**src/rtl/alu_pkg.sv**
```systemverilog
// Shared opcode encodings for the 4-bit-operand ALU.
// Both the datapath and its users decode sel against these constants.
package alu_pkg;

  localparam int DW = 16;

  typedef logic [3:0] opcode_t;

  localparam opcode_t OP_ADD  = 4'b0000;
  localparam opcode_t OP_SUB  = 4'b0001;
  localparam opcode_t OP_MUL  = 4'b0010;
  localparam opcode_t OP_DIV  = 4'b0011;
  localparam opcode_t OP_MOD  = 4'b0100;
  localparam opcode_t OP_AND  = 4'b0101;
  localparam opcode_t OP_OR   = 4'b0110;
  localparam opcode_t OP_XOR  = 4'b0111;
  localparam opcode_t OP_NAND = 4'b1000;
  localparam opcode_t OP_NOR  = 4'b1001;
  localparam opcode_t OP_XNOR = 4'b1010;
  localparam opcode_t OP_SHL  = 4'b1011;
  localparam opcode_t OP_SHR  = 4'b1100;
  localparam opcode_t OP_NOT  = 4'b1101;
  localparam opcode_t OP_CMP  = 4'b1110;
  localparam opcode_t OP_INC  = 4'b1111;

endpackage

```
**src/rtl/alu_core.sv**
```systemverilog
// Purely combinational ALU datapath: 4-bit unsigned operands to a 16-bit result.
// All 16 opcodes are decoded, so every known sel selects a defined result.
module alu_core
  import alu_pkg::*;
(
  input  logic [3:0]    a,
  input  logic [3:0]    b,
  input  opcode_t       sel,
  output logic [DW-1:0] res
);

  logic [DW-1:0] ax, bx;

  assign ax = {12'h000, a};
  assign bx = {12'h000, b};

  always_comb begin
    res = '0;
    case (sel)
      OP_ADD:  res = ax + bx;
      OP_SUB:  res = ax - bx;
      OP_MUL:  res = ax * bx;
      // Divide-by-zero saturates to all ones; modulo-by-zero passes a through.
      OP_DIV:  res = (b == 4'd0) ? 16'hFFFF : ax / bx;
      OP_MOD:  res = (b == 4'd0) ? ax : ax % bx;
      OP_AND:  res = {12'h000, a & b};
      OP_OR:   res = {12'h000, a | b};
      OP_XOR:  res = {12'h000, a ^ b};
      OP_NAND: res = {12'h000, ~(a & b)};
      OP_NOR:  res = {12'h000, ~(a | b)};
      OP_XNOR: res = {12'h000, ~(a ^ b)};
      OP_SHL:  res = ax << b;
      OP_SHR:  res = ax >> b;
      OP_NOT:  res = {12'h000, ~a};
      OP_CMP:  res = {13'h0000, a > b, a == b, a < b};
      OP_INC:  res = ax + 16'd1;
    endcase
  end

endmodule

```
**src/rtl/alu.sv**
```systemverilog
// Registered ALU: result of alu_core captured every clk edge, 1-cycle latency.
// Synchronous active-high reset clears the output and overrides the datapath.
module alu
  import alu_pkg::*;
(
  output logic [DW-1:0] op,
  input  logic [3:0]    a,
  input  logic [3:0]    b,
  input  logic [3:0]    sel,
  input  logic          clk,
  input  logic          rst
);

  logic [DW-1:0] res;

  alu_core u_core (
    .a   (a),
    .b   (b),
    .sel (sel),
    .res (res)
  );

  always_ff @(posedge clk) begin
    if (rst) op <= '0;
    else     op <= res;
  end

endmodule

```
**config.mk**
```make
export PLATFORM = sky130hd
export DESIGN_NAME = alu
export DESIGN_NICKNAME = d
export VERILOG_FILES = /design/src/rtl/alu_pkg.sv /design/src/rtl/alu_core.sv /design/src/rtl/alu.sv
export SDC_FILE = /design/constraint.sdc
export NUM_CORES = 1
export LEC_CHECK = 0
export CAP_MARGIN = 20
export CORE_ASPECT_RATIO = 1.5
export CORE_MARGIN = 2
export CORE_UTILIZATION = 25
export DETAILED_ROUTE_END_ITERATION = 8
export MAX_ROUTING_LAYER = met4
export PLACE_DENSITY_LB_ADDON = 0.25
export SLEW_MARGIN = 5
export SYNTH_ARGS = -nofsm -noshare
export SYNTH_HDL_FRONTEND = slang
export SYNTH_HIERARCHICAL = 1
export SYNTH_SLANG_ARGS = --single-unit
```
**constraint.sdc**
```tcl
create_clock -name clk -period 33.6 [get_ports clk]
set_input_delay 3.36 -clock clk [delete_from_list [all_inputs] [get_ports clk]]
set_output_delay 3.36 -clock clk [all_outputs]
set_load 0.1 [all_outputs]
```
==> results.py, run 1 <==
metrics = {
    "sta": {
        "slew_violations": 0,
        "setup_tns_ns": 0,
        "period_minus_slack_ns": 31.28,
        "hold_violations": 0,
        "clock.fmax_mhz": 32.0,
        "worstMarginPinSlew_ns": 0.978,
        "setup_viol": 0,
        "slew_headroom_pct": 34.6,
        "min_period_over_period_pct": 93.1,
        "grt_setup_unrepaired": "false",
    },
    "layout": {
        "final_util_pct": 28.8,
        "final_cell_mix": "115 x nor2_1, 98 x nand2_1, 90 x ha_1, 73 x a21oi_1, 57 x nor3_1",
        "top_regs": "op x16",
        "largest-register": "op",
        "area.growth.synth_to_final_pct": 13.8,
        "n_antenna_cell": 0,
        "layout_commonest_cell": "nor2_1",
        "final_nets": 1230,
        "largest_register_ffs": 16,
        "drive_gt1_share_pct": 12.3,
    },
    "clocking": {
        "cts_root_buffer": "clkbuf_16",
        "cts.sinks": 16,
        "htreeDepth": 1,
        "clockBufferDepth": 2,
        "clk_pin_slew_ns": 0.08,
        "cts_buffers": 3,
        "cts_tree": "yes",
    },
    "synth": {
        "syn_area_per_cell_um2": 7.11,
        "syn_area_mm2": 0.00764,
        "yosys_most_used_dff": "dfxtp_1",
        "async_flop_share_pct": 0,
        "synth-edff-count": 0,
        "netlist.area_leader.share_pct": 14.7,
        "synth_area_leaders": "ha_1 15%, nor2_1 5.8%, a21oi_1 5.0%",
        "yosysWarningCount": 6,
        "synth-seq-area-share_pct": 4.19,
        "synth_top_area_cell": "ha_1",
        "synthCells": 1075,
        "ys_types": 100,
        "ys_seq_elements": 16,
    },
    "route": {
        "wirelength_mm": 28.4,
        "wire_per_inst_um": 18.7,
        "drt-pass1-iter-count": 5,
        "drc": 0,
        "ant_nets": 0,
        "vias": 8494,
        "drt_iter0_markers": 492,
        "via_per_inst": 5.60,
    },
    "placed_design": {
        "place_congestion": 0.944,
        "dpl.hpwl_mm": 22.8,
        "numPortBuffers": 29,
    },
    "floorplan": {
        "rows": 78,
        "dieWidth_um": 147,
        "core_mm2": 0.0302,
        "start_util_pct": 25.3,
        "dieArea_mm2": 0.0320,
        "io_pins": 30,
        "fp.dieH_um": 218,
    },
    "grt": {
        "grt_max_degree": 29,
        "first_global_vias": 8233,
        "grt_pass1_wl_mm": 44.1,
        "grt_antenna_before_repair": 0,
        "grtUsageTotal_pct": 17.6,
        "grt-ovfl-total": 0,
    },
    "critical_path": {
        "slowest_delay_ns": 0.52,
        "slowest_stage": "or4_4",
        "crit_required_ns": 33.79,
        "path_max_fanout": 18,
        "path_class": "in -> reg",
        "cp_top_family": "compound AO/OA/AOI/OAI gates",
        "end_kind": "flop",
        "cp.arrival_ns": 31.46,
        "critical_path_buf_inv_count": 13,
        "start_kind": "input port",
    },
    "job": {
        "cap_viol_max_count": 0,
    },
    "worst_hold_path": {
        "hold_class": "in -> reg",
    },
    "outcome": {
        "status": "finished, final reports clean",
    },
}
## Yosys cell counts, types with 18 or more instances
cell      number
inv_1         33
a21o_1        22
a21oi_1       77
o21ai_0       43
nor2_1       118
o211ai_1      18
ha_1          90
nor3_1        57
nand3_1       30
nand2_1       99
mux2_2        18
xor2_1        25
and2_1        19
o21a_1        27
xnor2_1       23
## area by class of cell
cell class,count,area (um^2)
clock buffers,4,88.8
fillers,3342,21500
inverters,33,124
multi-input cells,997,7070
flip-flops and latches,16,320
well taps,400,500
repair buffers,68,587
## worst paths after layout
kind,from,to,cells past startpoint
max,b[0],op[7],134
min,a[1],op[1],5
## metal layers
layer | vias to the layer above | global-route usage (%) | routed length, um
met3 | 61 | 1.36 | 817
met2 | 215 | 33.3 | 15000
met1 | 4035 | 19.1 | 11400
li1 | 4183 | - | -
met5 | - | - | 0
met4 | 0 | 6.83 | 1180
## per-stage QoR
step / hold slack (ns) / cell area [um^2] / worst slack [ns] / std cells
finish: 4.16 / 8690 / 2.32 / 1518
global route: 4.20 / 8690 / 0.0258 / 1518
CTS: 4.15 / 8540 / 0.248 / 1507
detailed placement: 4.45 / 8450 / 0.0373 / 1503
global placement: 4.46 / 8450 / 0.626 / 1503
floorplan: 3.57 / 7670 / 3.15 / 1083
## timing repair
action | 4_1_cts | 5_1_grt
resized for setup | 0 | 20
hold buffers | 0 | 0
setup buffers | 0 | 11
endpoints found under the setup margin | 0 | 16
## tightest hold or removal path: stages
cell,delay (ns)
clkdlybuf4s50_1,0.45
buf_4,0.24
a21oi_1,0.12
o21ai_1,0.08
and2b_2,0.15
## logic make-up (layout without fill, tap and decap cells)
group	Yosys count	count (layout)	share of synthesized area, %
multiplexers	38	38	5.42
buffers and inverters	70	105	4.46
XOR/XNOR	49	49	5.72
flip-flops	16	16	4.19
AO/OA/AOI/OAI	347	347	32.1
AND/OR/NAND/NOR	457	457	31.4
other	1	9	0.0491
adder cells (fa/ha/maj)	97	97	16.6
Power of run 1 is left out: the tool's default activity adds up to more than one toggle a clock period on the data nets, which glitch-free logic cannot reach.
==> run 2: changes to the inputs <==
clock period = 29.1 ns   (was 33.6 ns; I/O delays follow)
==> run 2 against run 1 <==
Net effect: worst setup slack worse by 1.1 ns; worst hold slack worse by 0.80 ns; wire length up 2.3%.
==> results.py, run 2 (synthesis gave the netlist of run 1 again) <==
metrics = {
    "layout": {
        "layout_commonest_cell": "nor2_1",
        "drive_gt1_share_pct": 20.5,
        "final_cell_mix": "112 x nor2_1, 100 x buf_4, 98 x nand2_1, 83 x ha_1, 63 x a21oi_1",
        "largest_register_ffs": 16,
        "area.growth.synth_to_final_pct": 24.2,
        "fillCellCount": 3270,
        "multi_input_area_mm2": 0.00738,
        "final_nets": 1294,
        "regArea_um2": 320,
        "top_regs": "op x16",
        "n_antenna_cell": 0,
        "largest-register": "op",
    },
    "grt": {
        "grt-ovfl-total": 0,
        "grt_max_degree": 29,
        "first_global_vias": 8553,
        "grt_pass1_wl_mm": 44.9,
        "grt_antenna_before_repair": 0,
        "grtUsageTotal_pct": 17.8,
    },
    "critical_path": {
        "path_max_fanout": 9,
        "start_kind": "input port",
        "crit_required_ns": 29.22,
        "slowest_stage": "or4_4",
        "end_kind": "flop",
        "slowest_delay_ns": 0.52,
        "cp.arrival_ns": 27.96,
        "cp_top_family": "simple AND/OR/NAND/NOR gates",
        "critical_path_buf_inv_count": 11,
        "path_class": "in -> reg",
    },
    "sta": {
        "slew_headroom_pct": 32.4,
        "worst_slack_ns": 1.27,
        "setup_viol": 0,
        "clock.fmax_mhz": 35.9,
        "slew_violations": 0,
        "period_minus_slack_ns": 27.83,
        "hold_violations": 0,
        "worstMarginPinSlew_ns": 1.01,
        "setup_tns_ns": 0,
        "min_period_over_period_pct": 95.7,
    },
    "floorplan": {
        "dieArea_mm2": 0.0320,
        "fp.dieH_um": 218,
        "rows": 78,
        "io_pins": 30,
        "core_mm2": 0.0302,
        "dieWidth_um": 147,
        "start_util_pct": 25.3,
    },
    "route": {
        "via_per_inst": 5.50,
        "ant_nets": 0,
        "wirelength_mm": 29.0,
        "drc": 0,
        "drt_iter0_markers": 395,
        "drt-pass1-iter-count": 7,
        "wire_per_inst_um": 18.3,
        "vias": 8699,
    },
    "worst_hold_path": {
        "hp-start": "b[3]",
        "hold_class": "in -> reg",
        "min_delay_path_depth": 5,
        "min_to": "op[14]",
    },
    "clocking": {
        "htreeDepth": 1,
        "clockBufferDepth": 2,
        "cts_buffers": 3,
        "cts_root_buffer": "clkbuf_16",
        "cts_hold_buf": 0,
        "clk_pin_slew_ns": 0.07,
        "cts.sinks": 16,
        "cts_tree": "yes",
    },
    "placed_design": {
        "dp_slack_ns": -1.08,
        "numPortBuffers": 29,
        "dpl.hpwl_mm": 23.3,
        "place_congestion": 0.934,
    },
    "outcome": {
        "status": "finished, final reports clean",
    },
    "job": {
        "cap_viol_max_count": 0,
    },
}
-- run 2: cell count changes in the layout (fill, tap and decap cells not counted), moves of 6 or more --
cell	delta
ha_4	+6
ha_1	-7
buf_4	+62
a21oi_2	+9
a21oi_1	-10
o21ai_0	-6
-- run 2: worst max-delay path by stage --
stage	slack, ns	to	start	depth (start not counted)
floorplan	0.03	op[7]	b[2]	135
global placement	-0.76	op[14]	b[0]	130
detailed placement	-1.08	op[14]	b[0]	130
CTS	0.05	op[6]	b[0]	131
global route	-0.17	op[6]	b[2]	132
finish	1.27	op[14]	b[2]	132
-- run 2: timing repair --
item / in CTS / in global routing
endpoints found under the setup margin: 16 / 16
cloned: 0 / 1
resized for setup: 10 / 66
pin swaps: 3 / 38
setup buffers: 6 / 37
-- run 2: cell type report --
class	instances	share of cell area, %
Timing Repair Buffer	132	11.3
Inverter	33	1.31
Tap cell	400	5.28
Multi-Input combinational cell	997	77.8
Clock buffer	4	0.936
Sequential cell	16	3.38
-- run 2: per-layer routing --
metal / wire, um / track usage, %
met1: 11500 / 18.7
met2: 15500 / 34.7
met3: 661 / 0.816
met4: 1400 / 6.54
met5: 0 / -
-- run 2: metrics by stage --
step                      area [um^2]  hold WS [ns]  utilization (%)  instances
after global placement           8730          3.96             28.9       1534
after floorplan                  7710          3.12                -       1083
final                            9490          3.36             31.5       1582
after CTS                        8900          3.67             29.5       1544
after detailed placement         8730          3.95             28.9       1534
after global routing             9490          3.41             31.5       1582
Power of run 2 is left out for the same reason.
==> run 3: changes to the inputs <==
SKIP_CTS_REPAIR_TIMING = 1   (was unset)
==> run 3 against run 2 <==
Net effect: worst hold slack got worse by 0.0033 ns; worst setup slack worse by 0.046 ns; global-route usage is 0.054 points lower; maximum frequency fell by 0.16%; critical path type unchanged.
==> results.py, run 3 (synthesis gave the netlist of run 1 again) <==
metrics = {
    "outcome": {
        "status": "finished, final reports clean",
    },
    "placed_design": {
        "numPortBuffers": 29,
        "dpl.hpwl_mm": 23.3,
        "dp_slack_ns": -1.08,
        "placed_area_mm2": 0.00873,
        "place_congestion": 0.934,
    },
    "sta": {
        "min_period_over_period_pct": 95.8,
        "hold_violations": 0,
        "slew_violations": 0,
        "worst_slack_ns": 1.22,
        "slew_headroom_pct": 31.7,
        "period_minus_slack_ns": 27.88,
        "worstMarginPinSlew_ns": 1.02,
        "setup_viol": 0,
        "hold_ws_ns": 3.36,
        "clock.fmax_mhz": 35.9,
    },
    "worst_hold_path": {
        "hold_class": "in -> reg",
    },
    "floorplan": {
        "dieWidth_um": 147,
        "rows": 78,
        "io_pins": 30,
        "fp.dieH_um": 218,
        "start_util_pct": 25.3,
        "dieArea_mm2": 0.0320,
        "core_mm2": 0.0302,
    },
    "layout": {
        "largest-register": "op",
        "top_regs": "op x16",
        "layout_commonest_cell": "nor2_1",
        "area.growth.synth_to_final_pct": 24.9,
        "n_antenna_cell": 0,
        "final_nets": 1301,
        "fillCellCount": 3269,
        "drive_gt1_share_pct": 21.0,
        "largest_register_ffs": 16,
        "final_util_pct": 31.6,
        "final_cell_mix": "113 x nor2_1, 107 x buf_4, 98 x nand2_1, 84 x ha_1, 63 x a21oi_1",
        "final_cell_area_mm2": 0.00954,
    },
    "critical_path": {
        "path_class": "in -> reg",
        "start_kind": "input port",
        "cp_top_family": "compound AO/OA/AOI/OAI gates",
        "cp_num_cells": 131,
        "crit_start": "b[2]",
        "path_max_fanout": 8,
        "slowest_delay_ns": 0.52,
        "end_kind": "flop",
        "endpoint": "op[14]",
        "cp_common_cell": "o21a_1",
        "cp.arrival_ns": 28.00,
        "crit_required_ns": 29.22,
        "slowest_stage": "or4_4",
        "critical_path_buf_inv_count": 10,
    },
    "clocking": {
        "cts_root_buffer": "clkbuf_16",
        "clk_pin_slew_ns": 0.07,
        "cts_tree": "yes",
        "clockBufferDepth": 2,
        "cts.sinks": 16,
        "cts_buffers": 3,
        "htreeDepth": 1,
    },
    "grt": {
        "grtUsageTotal_pct": 17.7,
        "grt_antenna_before_repair": 0,
        "grt_max_degree": 29,
        "grt-ovfl-total": 0,
        "grt_pass1_wl_mm": 44.8,
        "first_global_vias": 8516,
    },
    "route": {
        "wirelength_mm": 29.2,
        "drt_iter0_markers": 475,
        "drc": 0,
        "wire_per_inst_um": 18.4,
        "drt-pass1-iter-count": 5,
        "vias": 8814,
        "via_per_inst": 5.55,
        "ant_nets": 0,
    },
    "job": {
        "cap_viol_max_count": 0,
    },
}
run 3: stage by stage:
stage	std cells	setup TNS [ns]
2_1_floorplan	1083	0
4_1_cts	1538	-12.01
6_report	1589	0
3_3_place_gp	1534	-10.10
3_5_place_dp	1534	-14.96
5_1_grt	1589	-3.07
run 3: cell type report:
type	count	area [um^2]	share of cell area [%]
Timing Repair Buffer	139	1130	11.8
Multi-Input combinational cell	997	7380	77.4
Sequential cell	16	320	3.36
Tap cell	400	500	5.25
Clock buffer	4	88.8	0.931
Inverter	33	124	1.30
run 3: how the worst min path moves through the flow:
| stage | startpoint | to | slack, ns | depth (start not counted) |
|---|---|---|---|---|
| 2_1_floorplan | rst | op[0] | 3.12 | 1 |
| 3_3_place_gp | a[1] | op[1] | 3.96 | 5 |
| 3_5_place_dp | a[1] | op[1] | 3.95 | 5 |
| 4_1_cts | a[1] | op[1] | 3.67 | 5 |
| 5_1_grt | b[3] | op[14] | 3.41 | 5 |
| 6_report | b[3] | op[14] | 3.36 | 5 |
run 3: routing by layer:
layer,part of all wire [%],GRT usage (%),wire (um),up-vias
li1,-,-,-,4322
met1,39,18.8,11400,4150
met2,53,34.6,15500,258
met3,3.0,0.795,875,84
met4,4.9,6.31,1430,0
met5,0,-,0,-
Power of run 3 is left out for the same reason.
